### src/rtl/fir_out_collector.sv
// fir_out_collector: buffers FIR engine stream results in a FIFO, drained by the CPU over Wishbone,
// with a done interrupt, beat counter and checksum.
module fir_out_collector #(
    parameter int pDATA_WIDTH = 32,
    parameter int DEPTH       = 16,
    parameter int pCNT_WIDTH  = 16
) (
    input  logic                   clk,
    input  logic                   rst,
    input  logic                   s_tvalid,
    input  logic [pDATA_WIDTH-1:0] s_tdata,
    input  logic                   s_tlast,
    output logic                   s_tready,
    input  logic                   wbs_stb_i,
    input  logic                   wbs_cyc_i,
    input  logic                   wbs_we_i,
    input  logic [3:0]             wbs_sel_i,
    input  logic [31:0]            wbs_adr_i,
    input  logic [31:0]            wbs_dat_i,
    output logic                   wbs_ack_o,
    output logic [31:0]            wbs_dat_o,
    output logic                   irq_o
);
    localparam int AW = $clog2(DEPTH);
    localparam int OW = AW + 1;

    logic [pDATA_WIDTH-1:0] mem_q [DEPTH];
    logic [AW-1:0]          wr_ptr_q, wr_ptr_d, rd_ptr_q, rd_ptr_d;
    logic [OW-1:0]          occ_q, occ_d;
    logic [pCNT_WIDTH-1:0]  total_q, total_d;
    logic [31:0]            sum_q, sum_d, dat_q, dat_d, status, rdata;
    logic                   enable_q, enable_d, irq_en_q, irq_en_d, done_q, done_d;
    logic                   underflow_q, underflow_d, ack_q, ack_d, irq_q, irq_d;
    logic                   full, empty, req, wr_ctrl, clr, rd_data, pop, accept, push;
    logic                   unused;

    assign unused = ^{wbs_sel_i[3:1], wbs_adr_i[31:4], wbs_adr_i[1:0], wbs_dat_i[31:3]};

    always_comb begin
        full        = occ_q == OW'(DEPTH);
        empty       = occ_q == '0;
        s_tready    = enable_q & ~full & ~done_q;
        req         = wbs_stb_i & wbs_cyc_i & ~ack_q;
        wr_ctrl     = req & wbs_we_i & (wbs_adr_i[3:2] == 2'd0) & wbs_sel_i[0];
        clr         = wr_ctrl & wbs_dat_i[1];
        rd_data     = req & ~wbs_we_i & (wbs_adr_i[3:2] == 2'd1);
        pop         = rd_data & ~empty;
        accept      = s_tvalid & s_tready;
        // a clear on the same edge discards the incoming beat
        push        = accept & ~clr;
        wr_ptr_d    = clr ? '0 : wr_ptr_q + AW'(push);
        rd_ptr_d    = clr ? '0 : rd_ptr_q + AW'(pop);
        occ_d       = clr ? '0 : occ_q + OW'(push) - OW'(pop);
        total_d     = clr ? '0 : (accept & ~&total_q) ? total_q + pCNT_WIDTH'(1) : total_q;
        sum_d       = clr ? '0 : accept ? sum_q + 32'(s_tdata) : sum_q;
        done_d      = ~clr & (done_q | (accept & s_tlast));
        underflow_d = ~clr & (underflow_q | (rd_data & empty));
        enable_d    = wr_ctrl ? wbs_dat_i[0] : enable_q;
        irq_en_d    = wr_ctrl ? wbs_dat_i[2] : irq_en_q;
        irq_d       = done_q & irq_en_q;
        ack_d       = req;
        status      = {16'(occ_q), 4'b0, underflow_q, full, empty, done_q, 5'b0, irq_en_q, 1'b0, enable_q};
        rdata       = wbs_adr_i[3:2] == 2'd0 ? status :
                      wbs_adr_i[3:2] == 2'd1 ? (empty ? '0 : 32'(mem_q[rd_ptr_q])) :
                      wbs_adr_i[3:2] == 2'd2 ? 32'(total_q) : sum_q;
        dat_d       = ~req ? dat_q : wbs_we_i ? '0 : rdata;
    end

    always_ff @(posedge clk) begin
        if (push)
            mem_q[wr_ptr_q] <= s_tdata;
    end

    always_ff @(posedge clk) begin
        if (rst) begin
            wr_ptr_q    <= '0;
            rd_ptr_q    <= '0;
            occ_q       <= '0;
            total_q     <= '0;
            sum_q       <= '0;
            enable_q    <= 1'b0;
            irq_en_q    <= 1'b0;
            done_q      <= 1'b0;
            underflow_q <= 1'b0;
            ack_q       <= 1'b0;
            dat_q       <= '0;
            irq_q       <= 1'b0;
        end else begin
            wr_ptr_q    <= wr_ptr_d;
            rd_ptr_q    <= rd_ptr_d;
            occ_q       <= occ_d;
            total_q     <= total_d;
            sum_q       <= sum_d;
            enable_q    <= enable_d;
            irq_en_q    <= irq_en_d;
            done_q      <= done_d;
            underflow_q <= underflow_d;
            ack_q       <= ack_d;
            dat_q       <= dat_d;
            irq_q       <= irq_d;
        end
    end

    assign wbs_ack_o = ack_q;
    assign wbs_dat_o = dat_q;
    assign irq_o     = irq_q;
endmodule

### config.mk
export PLATFORM = sky130hd
export DESIGN_NAME = fir_out_collector
export DESIGN_NICKNAME = d
export VERILOG_FILES = /design/src/rtl/fir_out_collector.sv
export SDC_FILE = /design/constraint.sdc
export NUM_CORES = 1
export LEC_CHECK = 0
export BUFFER_PORTS_ARGS = -buffer_cell sky130_fd_sc_hd__buf_4
export CAP_MARGIN = 20
export CORE_UTILIZATION = 50
export DETAILED_ROUTE_END_ITERATION = 7
export PLACE_DENSITY_LB_ADDON = 0.05
export SLEW_MARGIN = 5
export SYNTH_ARGS = -nofsm -noshare
export SYNTH_HDL_FRONTEND = slang
export SYNTH_SLANG_ARGS = --single-unit
export TNS_END_PERCENT = 1
### constraint.sdc
create_clock -name clk -period 3.96 [get_ports clk]
set_input_delay 0.198 -clock clk [delete_from_list [all_inputs] [get_ports clk]]
set_output_delay 0.198 -clock clk [all_outputs]
set_load 0.01 [all_outputs]
After elaboration in Yosys (flattened, before gate mapping)
Memory sizes are Yosys's and may differ from the RTL's. A register that Yosys moved wholly into a read port is not among the register bits.
Cells that the tools add are included.
{ "op_classes": {"addsub": 6, "n_eq_ne": 3, "n_mux": 8, "n_bitwise": 27, "n_reduce_logical": 5} }
{ "ops": {"columns": ["operator", "n"], "rows": [
  ["$mux W32", 5],
  ["$add A32 B32 Y32", 1],
  ["$and A1 B1 Y1", 19],
  ["$add A16 B1 Y16 const B", 1],
  ["$reduce_and A16 Y1", 1],
  ["$add A4 B1 Y4", 2],
  ["$not A1 Y1", 6],
  ["$add A5 B1 Y5", 1],
  ["$eq A5 B5 Y1 const B", 1],
  ["$logic_not A5 Y1", 1],
  ["$sub A5 B1 Y5", 1],
  ["$mux W4", 1],
  ["$eq A2 B1 Y1 const B", 1],
  ["$eq A2 B2 Y1 const B", 1],
  ["$logic_not A2 Y1", 1],
  ["$mux W1", 2],
  ["$or A1 B1 Y1", 2],
  ["$reduce_or A2 Y1", 1],
  ["$logic_not A1 Y1", 1]
]} }
{ "totals": {"reg_bits": 99, "ramBits": 512, "in_bits": 107, "out_inout_bits": 35, "memories": 1} }
{ "mem_list": {"columns": ["memory", "depth", "width", "rd", "rd_ports_with_merged_regs", "write_ports", "line", "source"], "rows": [
  ["mem_q", 16, 32, 1, 1, 1, "27", "logic [pDATA_WIDTH-1:0] mem_q [DEPTH];"]
]} }

Depth between registers and ports, before layout
Gate-level depths: netlist (run 1).
{ "logic_depth": {"depth_word": 10, "depth_mapped": 16} }

Least setup slack after synthesis (run 1)
OpenSTA, ideal clock, no wires.
{ "synth_path": {"path_type": "reg2reg", "startpoint": "reg occ_q[2]", "endpoint": "mem mem_q[0][0], enable pin", "setup_time_ps": 461, "arrival_time_ps": 3992, "required_ps": 3499, "path_slack_ps": -493, "stages_incl_launch_ff": 9, "path_buffers": 0, "period_less_slack_ps": 4453, "path_cell_list": "dfxtp_1 > inv_1 > ha_1 > a311oi_2 > nand2_1 > a21oi_1 > inv_1 > or3_1 > nor3_1"} }
{ "synth_between": {"elab_chain_len": 8} }
{ "synth_lines": {"columns": ["element", "line", "source"], "rows": [
  ["start: declaration", "29", "logic [OW-1:0] occ_q, occ_d;"],
  ["start signal: assignment", "78", "occ_q <= '0;"],
  ["start signal: assignment", "91", "occ_q <= occ_d;"],
  ["$eq A5 B5 Y1", "40", "full = occ_q == OW'(DEPTH);"],
  ["$not A1 Y1", "42", "s_tready = enable_q & ~full & ~done_q;"],
  ["$and A1 B1 Y1 (2 in a row)", "42", null],
  ["named net s_tready", "13", "output logic s_tready,"],
  ["$and A1 B1 Y1", "48", "accept = s_tvalid & s_tready;"],
  ["$and A1 B1 Y1", "50", "push = accept & ~clr;"],
  ["$mux W1", "70", "if (push)"],
  ["$mux W1 (implied by the code)", "71", "mem_q[wr_ptr_q] <= s_tdata;"],
  ["end: declaration", "27", null]
]} }
The timed path passes the listed nets, and every way through them passes these cells.

Worst setup path after layout (run 1)
{ "layout_path": {"startpoint": "reg occ_q[2]", "endpoint": "reg occ_q[4]"} }
{ "layout_between": {"elab_chain_len": 8, "word_cells_on_any_way": 11, "classes_between": "add/sub: 2; eq/ne: 1; bitwise: 7; reduce/logical: 1"} }
{ "layout_lines": {"columns": ["element", "line", "source"], "rows": [
  ["$eq A5 B5 Y1", "40", null],
  ["$not A1 Y1", "42", null],
  ["$and A1 B1 Y1 (2 in a row)", "42", null],
  ["$and A1 B1 Y1", "48", null],
  ["$and A1 B1 Y1", "50", null],
  ["$add A5 B1 Y5", "53", "occ_d = clr ? '0 : occ_q + OW'(push) - OW'(pop);"],
  ["$sub A5 B1 Y5 (*)", "53", null]
]} }
Every way passes the cells marked *; elsewhere a longest branch is shown, timed or not.
A chain may end at the register's enable or synchronous reset.

==> results.md, run 1 <==
- IO Port Bufs: 79
- Overflow after GRT: 0
- Starting Density: 51.1%
- Reg power frac: 53.4%
- Initial DRC Count: 1317
- Setup Buffers After CTS: 0
- Async SR Flop Fraction: 0%
- Final setup vio count: 0
- Antenna Nets Post-Route: 0
- Fmax: 315 MHz
- Row count: 81
- DIE WIDTH: 227 µm
- Synth Cell Area: 0.0252 mm²
- Clk sinks: 611
- Pint: 10400 µW
- Final worst slack: 0.786 ns
- Slew @ Worst Pin: 1.10 ns
- Max Root-Sink Buffers: 3
- Clock transition at path regs: 0.06 ns
- CTS tree: yes
- Startpoint Class: register
- Vias/cell: 6.00
- Die area: 0.0513 mm²
- Switching component of the power: 2720 µW
- Layout cells sized above 1: 24.6%
- Outcome: complete, no violations
- Post-DP HPWL: 37000 µm
- # hold bufs at CTS: 35
- Post-CTS Resized: 0
- Pwr Total: 13100 µW
- Syn avg cell area: 17.2 µm²
- Syn_nets: 1619
- Yosys warning count: 0
- CP Data Arrival Time: 3.72 ns
- Largest net degree at the start of global routing: 49
- Commonest non-fill, non-tap cell in the layout: edfxtp_1
- Final wirelength: 62600 µm
- Setup Crit Path Kind: register to register
- Number of diodes: 0
- Cts bufs inserted: 61
- Root Driver: clkbuf_16
- Core Box Area: 0.0494 mm²
- Share of total power in combinational logic: 4.1%
- Clk pwr share: 42.5%
- RSZ-0062 raised after global routing: false
- CP Max Fanout: 4
- Max_cap viols: 0
- Max-slew violation count: 0
- Cell count after synthesis: 1468
- Tcrit/Tclk final: 80.2%
- Switching part of the total power: 20.8%
- Drt pass-1 iters: 7
- RD Place Congestion: 0.895
- First-pass GRT wire length: 92200 µm
- Initial antenna violation count: 0
- Hold crit path type: primary input to register
- Final #Nets: 1771
- Cell variety after synth: 61
- Die Y: 227 µm
- Worst Setup End Kind: register
- Number of synthesized register bits: 611
- Layout Area Growth over Synthesis: 15.7%
- Fillers: 3787
- Clock skew: 0.0204 ns
- Post-synth EDFFs: 512
- Vias post-DR: 14005
- P per Cell Area: 449 mW/mm²
- Critical Path RT: 4.51 ns
- Post-route DRC: 0
- Top_reg_cell synth: edfxtp_1
- Final Hold Fails: 0
- Total track usage: 25.3%
- Post-Place Setup Slack: 0.831 ns
- Slew margin rel.: 26.2%
- Register area share after synthesis: 68.8%
- Drt wl/cell: 26.8 µm
- Worst vdd ir: 0.350 mV
- Clk_lat worst skew: 0.62 ns
- Lkg Pwr: 0.00956 µW
- H-tree Lvls: 2
- Vias in the first global route: 13964
- Post-layout minimum cycle time: 3.17 ns
- Most frequent cells in the layout: 512 x edfxtp_1, 160 x mux4_2, 125 x buf_4
- Io pins: 142
[routing by layer]
metal	global-route usage, %	wire length, µm	vias up
met5	0	0	-
met4	7.39	1540	0
met3	3.40	3530	101
met2	40.3	29800	453
met1	36.7	27700	7266
li1	-	-	6185
[layout make-up]
type                    instances  area [µm²]  area share (%)
repair buffers                166        1410            4.83
flip-flops and latches        611       17400            59.5
clock inverters                14         129           0.442
clock buffers                 101        1790            6.13
multi-input cells             759        7570            26.0
well taps                     664         831            2.85
inverters                      21        78.8           0.270
[sequential cells by signal (all words and copies together) (netlist names)]
name	flops
done_q	1
enable_q	1
irq_en_q	1
irq_o	1
mem_q	512
occ_q	5
rd_ptr_q	4
sum_q	32
total_q	16
underflow_q	1
wbs_ack_o	1
wbs_dat_o	32
wr_ptr_q	4
[path summary, 6_finish.rpt]
check	end	cells past startpoint	startpoint	slack, ns
worst min-delay path	wbs_dat_o[31]	2	rst	0.05
worst max register to register	occ_q[4]	16	occ_q[2]	0.79
worst max-delay path	occ_q[4]	16	occ_q[2]	0.79
worst min register to register	sum_q[23]	2	sum_q[23]	0.48
[metrics by stage]
stage / cells / cell area, µm² / setup TNS, ns / util (%) / hold WS, ns
floorplan: 1468 / 25200 / -25.38 / - / 0.297
global placement: 2186 / 26900 / 0 / 54.5 / 0.451
detailed placement: 2186 / 26900 / 0 / 54.5 / 0.466
CTS: 2336 / 29200 / 0 / 59.1 / 0.0361
global route: 2336 / 29200 / 0 / 59.1 / 0.0545
finish: 2336 / 29200 / 0 / 59.1 / 0.0523
[power by group through the flow]
stage | logic, µW | clock network, µW | registers [µW]
2_1_floorplan | 282 | 0 | 7130
3_3_place_gp | 498 | 0 | 7130
3_5_place_dp | 508 | 0 | 7130
4_1_cts | 538 | 5650 | 6990
5_1_grt | 587 | 5890 | 6990
6_report | 536 | 5560 | 6990
[worst max-delay path, cell delays in order, from the launching register on]
cell and delay, ns:
dfxtp_1 0.37, inv_1 0.08, ha_1 0.24, a311oi_2 0.36, nand2_1 0.12, a21oi_1 0.25
inv_1 0.14, ha_1 0.29, inv_1 0.04, ha_1 0.18, inv_1 0.08, fa_1 0.22
inv_1 0.05, a21oi_1 0.12, nor2_1 0.06, or3_1 0.35, a21oi_1 0.15
[cells by family (layout without fill, tap and decap cells)]
kind of cell	Yosys count	after routing	synth area share, %
AOI/OAI and AO/OA	217	217	5.73
DFF	611	611	68.8
xor gates and xnor gates	42	42	1.46
buffers and inverters	98	302	1.63
muxes	181	181	15.2
adders and majority gates	44	44	2.24
and+or+nand+nor	275	275	4.96
[cells in the mapped netlist (all sizes together), types with 5 or more instances]
cell	count	area share (%)
nand2b	5	0.12
a21oi	71	1.4
clkbuf	49	0.73
a22o	11	0.38
o21ai	30	0.60
a221oi	5	0.17
xor2	22	0.76
a211oi	12	0.38
nand2	57	0.85
a21o	17	0.51
buf	28	0.59
and2	10	0.25
nor2	123	1.8
and3	6	0.15
ha	42	2.1
xnor2	20	0.69
a22oi	38	1.1
nand3	27	0.54
edfxtp	512	61
nor3	14	0.28
a211o	5	0.17
mux2i	11	0.44
a31oi	5	0.12
nand4	6	0.15
mux4	160	14
inv	21	0.31
mux2	10	0.45
dfxtp	99	7.9
(Power assumes the default switching activity.)
==> run 2: changes to the inputs <==
Clock period 3.96 ns to 3.1 ns, I/O delays scaled along.
==> results.md, run 2 (same netlist as run 1, synthesis figures left out) <==
- Fillers: 3731 (-1.5%)
- Row count: 81 (unchanged)
- Post-Place Setup Slack: 0.0707 ns (-0.760 ns)
- DIE WIDTH: 227 µm (unchanged)
- Die area: 0.0513 mm² (unchanged)
- Max_cap viols: 0 (unchanged)
- Clock skew: 0.0233 ns (+0.00281 ns)
- Share of total power in combinational logic: 4.3% (+0.2 points)
- Hold crit path type: primary input to register
- Switching component of the power: 3460 µW (+27%)
- Final Hold Fails: 0 (unchanged)
- Starting Density: 51.1% (unchanged)
- Cts bufs inserted: 60 (-1.6%)
- Layout cells sized above 1: 26.3% (+1.7 points)
- Lkg Pwr: 0.00971 µW (+1.6%)
- Multi-input logic area: 0.00762 mm² (+0.58%)
- Final #Nets: 1799 (+1.6%)
- Startpoint Class: register
- Worst Setup End Kind: register
- Vias in the first global route: 14181 (+1.6%)
- CP Max Fanout: 6 (+2)
- Critical Path, Cell by Cell: ha_1 > a2111oi_0 > o21ai_2 > a22o_1 > a41o_1 > a2111oi_2 > nor3_1 > xnor2_1 > a211oi_1
- Final wirelength: 61900 µm (-1.1%)
- Initial DRC Count: 1062 (-19%)
- Worst path bufs/invs: 0 (-5)
- RD Place Congestion: 0.936 (+4.6%)
- Post-route DRC: 0 (unchanged)
- IO Port Bufs: 79 (unchanged)
- Pint: 13300 µW (+28%)
- Sequential Area: 0.0174 mm² (about the same)
- Worst hold slack: 0.148 ns (+0.0954 ns)
- First-pass GRT wire length: 92100 µm (about the same)
- Fmax: 336 MHz (+6.7%)
- Drt pass-1 iters: 5 (-2)
- Layout Area Growth over Synthesis: 17.0%
- Slowest-stage cell, CP: a2111oi_0
- Largest net degree at the start of global routing: 39 (-20%)
- Placed insts: 2212 (+1.2%)
- Final worst slack: 0.125 ns (-0.661 ns)
- Max Root-Sink Buffers: 3 (unchanged)
- Vias/cell: 5.95 (-0.69%)
- Final Cell Area: 0.0295 mm² (+1.1%)
- Number of diodes: 0 (unchanged)
- Clk pwr share: 42.3% (-0.2 points)
- Clock transition at path regs: 0.06 ns (about the same)
- Io pins: 142 (unchanged)
- Post-DP HPWL: 38800 µm (+4.9%)
- Final setup vio count: 0 (unchanged)
- CP Data Arrival Time: 3.51 ns (-0.21 ns)
- Reg power frac: 53.4% (about the same)
- Drt wl/cell: 26.2 µm (-2.2%)
- Critical Path RT: 3.63 ns (-0.88 ns)
- Vias post-DR: 14063 (+0.41%)
- Total track usage: 25.1% (-0.17 points)
- Post-layout minimum cycle time: 2.97 ns (-0.199 ns)
- Initial antenna violation count: 0 (unchanged)
- Switching part of the total power: 20.7% (-0.068 points)
- RSZ-0062 raised after global routing: false
- Clk sinks: 611 (unchanged)
- Worst vdd ir: 0.455 mV (+30%)
- Slew margin rel.: 38.0% (+12 points)
- CP peak stage delay: 0.64 ns (+0.27 ns)
- Max FFs per register: 512 (unchanged)
- Root Driver: clkbuf_16
- Most frequent cells in the layout: 512 x edfxtp_1, 160 x mux4_2, 146 x buf_4
- Post-Place Cell Area: 0.0272 mm² (+1.0%)
- Slew @ Worst Pin: 0.927 ns (-0.175 ns)
- Setup Crit Path Kind: register to register
- H-tree Lvls: 2 (unchanged)
- Top reg by flops: mem_q
- Outcome: complete, no violations
- Delay-heaviest family, CP: compound AO/OA/AOI/OAI gates
- Commonest non-fill, non-tap cell in the layout: edfxtp_1
- Die Y: 227 µm (unchanged)
- Antenna Nets Post-Route: 0 (unchanged)
- Final cell count without fillers: 2362 (+1.1%)
- CTS tree: yes
- Tcrit/Tclk final: 96.0% (+16 points)
- Clk_lat worst skew: 0.62 ns (about the same)
- Setup tns final: 0 ns (unchanged)
- P per Cell Area: 567 mW/mm² (+26%)
- Max-slew violation count: 0 (unchanged)
- Core Box Area: 0.0494 mm² (unchanged)
- Overflow after GRT: 0 (unchanged)
- Reg-to-reg slack, setup: 0.13 ns (-0.66 ns)
run 2: changes by cell type in the layout (fill, tap and decap cells not counted), moves of 2 or more:
cell	change
dlygate4sd3_1	+2
clkbuf_16	-2
bufinv_16	+2
buf_4	+21
nor3_2	-3
nor3_4	+3
dfxtp_2	+2
buf_12	+5
clkinv_2	+3
clkinv_1	+8
clkbuf_1	-12
dfxtp_1	-2
run 2: path summary, 6_finish.rpt:
check | start | end | cells after the start
setup / recovery | sum_q[7] | sum_q[28] | 9
hold / removal | wbs_cyc_i | wbs_ack_o | 3
setup reg to reg | sum_q[7] | sum_q[28] | 9
hold reg to reg | irq_en_q | irq_o | 2
run 2: area by class of cell:
| cell class | count | area share [%] |
|---|---|---|
| clock buffers | 86 | 5.70 |
| clock inverters | 26 | 0.751 |
| inverters | 21 | 0.267 |
| multi-input cells | 759 | 25.8 |
| flip-flops and latches | 611 | 58.9 |
| well taps | 664 | 2.82 |
| repair buffers | 195 | 5.76 |
run 2: worst reg2reg max path, cell delays in order (launching register included):
cell	delay [ns]
dfxtp_1	0.33
ha_1	0.37
a2111oi_0	0.64
o21ai_2	0.21
a22o_1	0.27
a41o_1	0.28
a2111oi_2	0.36
nor3_1	0.10
xnor2_1	0.13
a211oi_1	0.23
run 2: stage by stage:
stage               total power (µW)  util (%)
floorplan                       9460         -
global placement                9760      55.1
detailed placement              9780      55.1
CTS                            16900      59.7
global route                   17200      59.8
finish                         16700      59.8
run 2: layer usage:
metal  vias up  part of all wire, %  track usage, %
met4         0                  2.7            8.04
li1       6252                    -               -
met5         -                    0               0
met3        92                  5.4            3.98
met2       427                   49            41.1
met1      7292                   43            34.8
run 2: power groups by stage:
stage | Sequential (µW) | Combinational [µW] | Clock (µW)
2_1_floorplan | 9100 | 360 | 0
3_3_place_gp | 9100 | 663 | 0
3_5_place_dp | 9100 | 678 | 0
4_1_cts | 8920 | 717 | 7210
5_1_grt | 8920 | 787 | 7510
6_report | 8930 | 717 | 7080
run 2: repair_timing:
action	4_1_cts	5_1_grt
endpoints found under the hold margin	522	0
endpoints found under the setup margin	0	7
hold buffers	37	0
buffers inserted	0	1
gates resized for setup	0	10
